### src/rtl/cmp_pkg.sv
// Shared compare-mode encodings (branch funct3), FSM state enum and result helpers.
package cmp_pkg;

  localparam logic [2:0] MODE_EQ  = 3'b000;
  localparam logic [2:0] MODE_NE  = 3'b001;
  localparam logic [2:0] MODE_R2  = 3'b010;
  localparam logic [2:0] MODE_R3  = 3'b011;
  localparam logic [2:0] MODE_LT  = 3'b100;
  localparam logic [2:0] MODE_GE  = 3'b101;
  localparam logic [2:0] MODE_LTU = 3'b110;
  localparam logic [2:0] MODE_GEU = 3'b111;

  typedef enum logic [1:0] {
    IDLE = 2'd0,
    RUN  = 2'd1,
    DONE = 2'd2
  } state_e;

  function automatic logic mode_is_signed(input logic [2:0] m);
    return (m == MODE_LT) || (m == MODE_GE);
  endfunction

  function automatic logic mode_result(input logic [2:0] m, input logic eq, input logic lt);
    logic r;
    case (m)
      MODE_EQ:           r = eq;
      MODE_NE:           r = ~eq;
      MODE_LT, MODE_LTU: r = lt;
      MODE_GE, MODE_GEU: r = ~lt;
      MODE_R2, MODE_R3:  r = 1'b0;
      default:           r = 1'b0;
    endcase
    return r;
  endfunction

endpackage

### src/rtl/cmp_chunk.sv
// Unsigned equality / less-than of two W-bit slices.
// Latency: combinational. Backpressure: none.
module cmp_chunk #(
  parameter int W = 8
) (
  input  logic [W-1:0] x,
  input  logic [W-1:0] y,
  output logic         eq,
  output logic         lt
);

  assign eq = (x == y);
  assign lt = (x < y);

endmodule

### src/rtl/cmp_seq.sv
// Sequential MSB-first chunked comparator; CMP_SEQ_EARLY_EXIT_EN stops at first differing chunk.
// Latency: N cycles accept->out_valid (early exit: position of first differing chunk).
// Backpressure: result held in DONE until out_ready; in_ready low outside IDLE.
module cmp_seq
  import cmp_pkg::*;
#(
  parameter int WIDTH = 32,
  parameter int CHUNK = 8
) (
  input  logic             clk,
  input  logic             rst_n,
  input  logic             in_valid,
  output logic             in_ready,
  input  logic [WIDTH-1:0] a,
  input  logic [WIDTH-1:0] b,
  input  logic [2:0]       mode,
  output logic             out_valid,
  input  logic             out_ready,
  output logic             q
);

  localparam int N  = WIDTH / CHUNK;
  localparam int KW = (N > 1) ? $clog2(N) : 1;
  localparam logic [KW-1:0] KMAX = KW'(N - 1);

  state_e           state, state_nxt;
  logic [WIDTH-1:0] a_r, b_r;
  logic [2:0]       mode_r;
  logic [KW-1:0]    k;
  logic             pfx_eq, pfx_lt, q_r;
  logic [CHUNK-1:0] flip, sa, sb;
  logic             c_eq, c_lt, r_eq, r_lt, last;

  // Flipping the sign bit of the top chunk turns signed ordering into unsigned ordering.
  always_comb begin
    flip            = '0;
    flip[CHUNK-1]   = (k == KMAX) && mode_is_signed(mode_r);
    sa              = a_r[k*CHUNK +: CHUNK] ^ flip;
    sb              = b_r[k*CHUNK +: CHUNK] ^ flip;
  end

  cmp_chunk #(.W(CHUNK)) u_chunk (
    .x  (sa),
    .y  (sb),
    .eq (c_eq),
    .lt (c_lt)
  );

  // The first differing chunk from the MSB decides lt; later chunks only matter while equal.
  assign r_eq = pfx_eq & c_eq;
  assign r_lt = pfx_eq ? c_lt : pfx_lt;

`ifdef CMP_SEQ_EARLY_EXIT_EN
  assign last = (k == '0) || !r_eq;
`else
  assign last = (k == '0);
`endif

  always_ff @(posedge clk or negedge rst_n) begin
    if (!rst_n) state <= IDLE;
    else        state <= state_nxt;
  end

  always_comb begin
    state_nxt = state;
    in_ready  = 1'b0;
    out_valid = 1'b0;
    case (state)
      IDLE: begin
        in_ready = 1'b1;
        if (in_valid) state_nxt = RUN;
      end
      RUN: begin
        if (last) state_nxt = DONE;
      end
      DONE: begin
        out_valid = 1'b1;
        if (out_ready) state_nxt = IDLE;
      end
      default: state_nxt = IDLE;
    endcase
  end

  always_ff @(posedge clk or negedge rst_n) begin
    if (!rst_n) begin
      a_r    <= '0;
      b_r    <= '0;
      mode_r <= '0;
      k      <= '0;
      pfx_eq <= 1'b0;
      pfx_lt <= 1'b0;
      q_r    <= 1'b0;
    end else if (state == IDLE && in_valid) begin
      a_r    <= a;
      b_r    <= b;
      mode_r <= mode;
      k      <= KMAX;
      pfx_eq <= 1'b1;
      pfx_lt <= 1'b0;
    end else if (state == RUN) begin
      pfx_eq <= r_eq;
      pfx_lt <= r_lt;
      if (last) q_r <= mode_result(mode_r, r_eq, r_lt);
      else      k   <= k - KW'(1);
    end
  end

  assign q = q_r;

endmodule

### config.mk
export PLATFORM = sky130hd
export DESIGN_NAME = cmp_seq
export DESIGN_NICKNAME = d
export VERILOG_FILES = /design/src/rtl/cmp_pkg.sv /design/src/rtl/cmp_chunk.sv /design/src/rtl/cmp_seq.sv
export SDC_FILE = /design/constraint.sdc
export NUM_CORES = 1
export LEC_CHECK = 0
export CORE_MARGIN = 2
export CORE_UTILIZATION = 46
export CTS_CLUSTER_DIAMETER = 100
export DETAILED_ROUTE_END_ITERATION = 12
export PLACE_DENSITY = 0.83
export SYNTH_ARGS = -nofsm -noshare
export SYNTH_HDL_FRONTEND = slang
export SYNTH_SLANG_ARGS = --single-unit
### constraint.sdc
create_clock -name clk -period 2.85 [get_ports clk]
set_clock_uncertainty 0.15 [all_clocks]
set_input_delay 0.855 -clock clk [delete_from_list [all_inputs] [get_ports clk]]
set_output_delay 0.855 -clock clk [all_outputs]
set_load 0.1 [all_outputs]
==> results.sh <==
export IMPL_post_route_min_period_ps=2721
export IMPL_rsz0062_at_grt="no"
export IMPL_synthFlopType="dfrtp_1"
export IMPL_critPathMaxFanout=15
export IMPL_cts_buffers=9
export IMPL_cp_required_ps=2930
export IMPL_regArea_sq_um=1852
export IMPL_grt_total_usage_pct=17.81
export IMPL_cts_hold_buffers=0
export IMPL_die_width_microns=91.78
export IMPL_htreeDepth=3
export IMPL_cp_slowest_stage_delay_ps=520
export IMPL_worstSetupPathType="reg -> reg"
export IMPL_grt_overflow_total=0
export IMPL_first_global_vias=2352
export IMPL_hpwlAfterDp_microns=4942
export IMPL_synth_edf_count=0
export IMPL_cap_violations=0
export IMPL_nets=398
export IMPL_setup_worst_path_start="k[0]"
export IMPL_rr_startpoint="k[0]"
export IMPL_setup_tns_final_ps=0
export IMPL_multi_input_area_sq_um=1555
export IMPL_drive_gt1_share_pct=33.96
export IMPL_avgSynthCellArea_sq_um=14.77
export IMPL_antennaDiodeCount=0
export IMPL_setup_ws_ps=128.6
export IMPL_vias_per_cell=5.109
export IMPL_vias=2161
export IMPL_crit_chain="buf_12 > mux4_2 > xnor2_1 > ha_1 > and4_1 > a21boi_0 > o211ai_1 > a31o_1"
export IMPL_dp_cells=408
export IMPL_async_reset_ff_share_pct=100.0
export IMPL_dr_pass1_iters=4
export IMPL_cts_tree="built"
export IMPL_hp_start="a_r[21]"
export IMPL_instances_no_fill=423
export IMPL_ys_ff_latch=74
export IMPL_irDropWorstVdd_mv=0.4057
export IMPL_hp_class="reg -> reg"
export IMPL_clk_pin_slew_worst_paths_ps=70
export IMPL_syn_nets=321
export IMPL_cts_resized=0
export IMPL_critical_path_endpoint_type="flip-flop"
export IMPL_coreArea_sq_um=7607
export IMPL_ys_types=39
export IMPL_place_congestion=0.7443
export IMPL_fill_cells=635
export IMPL_slew_violations=0
export IMPL_synth_top_area_cell="dfrtp_1"
export IMPL_final_util_pct=59.54
export IMPL_yosys_warnings=0
export IMPL_layout_common_cells="dfrtp_1 (74), clkdlybuf4s50_1 (69), mux2_2 (59), mux4_2 (16), inv_1 (13)"
export IMPL_internal_power_w=0.003241
export IMPL_ant_nets=0
export IMPL_wl_microns=6874
export IMPL_drc=0
export IMPL_p_clk_share_pct=13.7
export IMPL_place_ws_ps=175.6
export IMPL_syn_cell_area_sq_um=3545
export IMPL_relSlewSlack_pct=39.78
export IMPL_cts_root_buffer="clkbuf_8"
export IMPL_area_delta_synth_final_pct=27.78
export IMPL_clock_path_buffers=2
export IMPL_cp_start_kind="flip-flop"
export IMPL_post_cts_buffers=0
export IMPL_die_area_sq_um=8424
export IMPL_num_io_pins=74
export IMPL_grt_max_degree=75
export IMPL_leakagePower_nw=1.923
export IMPL_p_total_w=0.004910
export IMPL_power_density_nw_per_um2=1084
export IMPL_fp_dieH_microns=91.78
export IMPL_final_hold_violation_count=0
export IMPL_switching_share_pct=33.99
export IMPL_grt_pass1_wl_microns=11450
export IMPL_max_clock_freq_mhz=367.5
export IMPL_yosys_top_cells_area="dfrtp_1 (52%), mux2_2 (19%), mux4_2 (10%), ha_1 (3.5%), mux2_4 (2.5%)"
export IMPL_drt_iter0_markers=80
export IMPL_start_util_pct=46.60
export IMPL_comb_power_share_pct=48.0
export IMPL_critPathArrivalTime_ps=2810
export IMPL_layout_commonest_cell="dfrtp_1"
export IMPL_period_share_pct=95.49
export IMPL_avgRoutedWirePerCell_microns=16.25
export IMPL_yosysSeqAreaShare_pct=52.24
export IMPL_power_frac_seq_pct=38.4
export IMPL_insertion_delay_ps=340
export IMPL_p_switching_w=0.001669
export IMPL_slowest_stage="mux4_2"
export IMPL_synth_cells=240
export IMPL_rows=32
export IMPL_worstMarginPinSlew_ps=903.2
export IMPL_antenna_found_initial=0
export IMPL_setup_viol=0
export IMPL_status="finished, final reports clean"
export IMPL_synth_top_area_share_pct=52.24
export IMPL_cts_sinks=74
export IMPL_placement_io_buffers=73
[routing by layer]
layer | global-route usage [%] | vias to the layer above | part of all wire, %
met5 | 0 | - | 0
li1 | - | 1024 | -
met1 | 23.38 | 1084 | 44
met2 | 29.29 | 47 | 50
met3 | 5.259 | 6 | 4.7
met4 | 4.478 | 0 | 1.1
[through the flow]
| stage | hold slack, ps | area, sq um |
|---|---|---|
| 2_1_floorplan | 324.0 | 3545 |
| 3_3_place_gp | 334.8 | 4378 |
| 3_5_place_dp | 343.9 | 4378 |
| 4_1_cts | 361.1 | 4529 |
| 5_1_grt | 375.4 | 4529 |
| 6_report | 355.4 | 4529 |
[cell type report]
type                       instances  share of cell area (%)
sequential                        74                   40.88
multi-input combinational        139                   34.34
timing repair buffer              79                   17.46
clock buffer                      11                   2.901
tap                              102                   2.818
inverter                          14                   1.160
clock inverter                     4                  0.4420
[power by group through the flow]
stage | Clock, W | Combinational, W | Sequential, W
2_1_floorplan | 0 | 0.00185 | 0.00181
3_3_place_gp | 0 | 0.00228 | 0.00188
3_5_place_dp | 0 | 0.00237 | 0.00191
4_1_cts | 0.000690 | 0.00238 | 0.00189
5_1_grt | 0.000751 | 0.00259 | 0.00196
6_report | 0.000670 | 0.00235 | 0.00189
[state kept, by name, indices dropped and copies added (netlist names)]
name and count:
a_r 32, b_r 32, k 2, mode_r 3, pfx_eq 1, pfx_lt 1
q 1, state 2
[critical path, delay by kind of cell (launching register included)]
kind / cells / cell delay (ps)
flip-flops: 1 / 390
AND/OR/NAND/NOR: 1 / 230
XOR/XNOR: 1 / 150
buffers and inverters: 1 / 180
multiplexers: 1 / 520
adder cells (fa/ha/maj): 1 / 330
AO/OA/AOI/OAI: 3 / 650
[cell usage after synthesis (2+ instances only)]
| cell type | n |
|---|---|
| dfrtp_1 | 74 |
| a22oi_1 | 2 |
| ha_1 | 10 |
| buf_6 | 3 |
| o211ai_1 | 2 |
| o21ai_0 | 5 |
| buf_2 | 8 |
| mux4_2 | 16 |
| inv_1 | 13 |
| nand2_1 | 9 |
| mux2_2 | 59 |
| a21oi_1 | 2 |
| nor2_1 | 3 |
| nor2b_1 | 2 |
| and4_1 | 2 |
| mux2_4 | 6 |
| xnor2_1 | 2 |
[path summary, 6_finish.rpt]
path	endpoint	slack (ps)	cells after the start
max	q	130	8
min	a_r[21]	360	1
min in group asynchronous	a_r[26]	490	1
max in group asynchronous	b_r[8]	1480	1
max reg2reg	q	130	8
min reg2reg	a_r[21]	360	1
[kinds of logic after synthesis]
group                    after synthesis  synth area share (%)
multiplexers                          82                 31.73
AND/OR/NAND/NOR                       24                 3.813
flip-flops                            74                 52.24
adder cells (fa/ha/maj)               10                 3.530
buffers and inverters                 27                 3.883
AO/OA/AOI/OAI                         20                 4.060
XOR/XNOR                               3                0.7414
No activity file was read; power rests on OpenSTA's default activity.
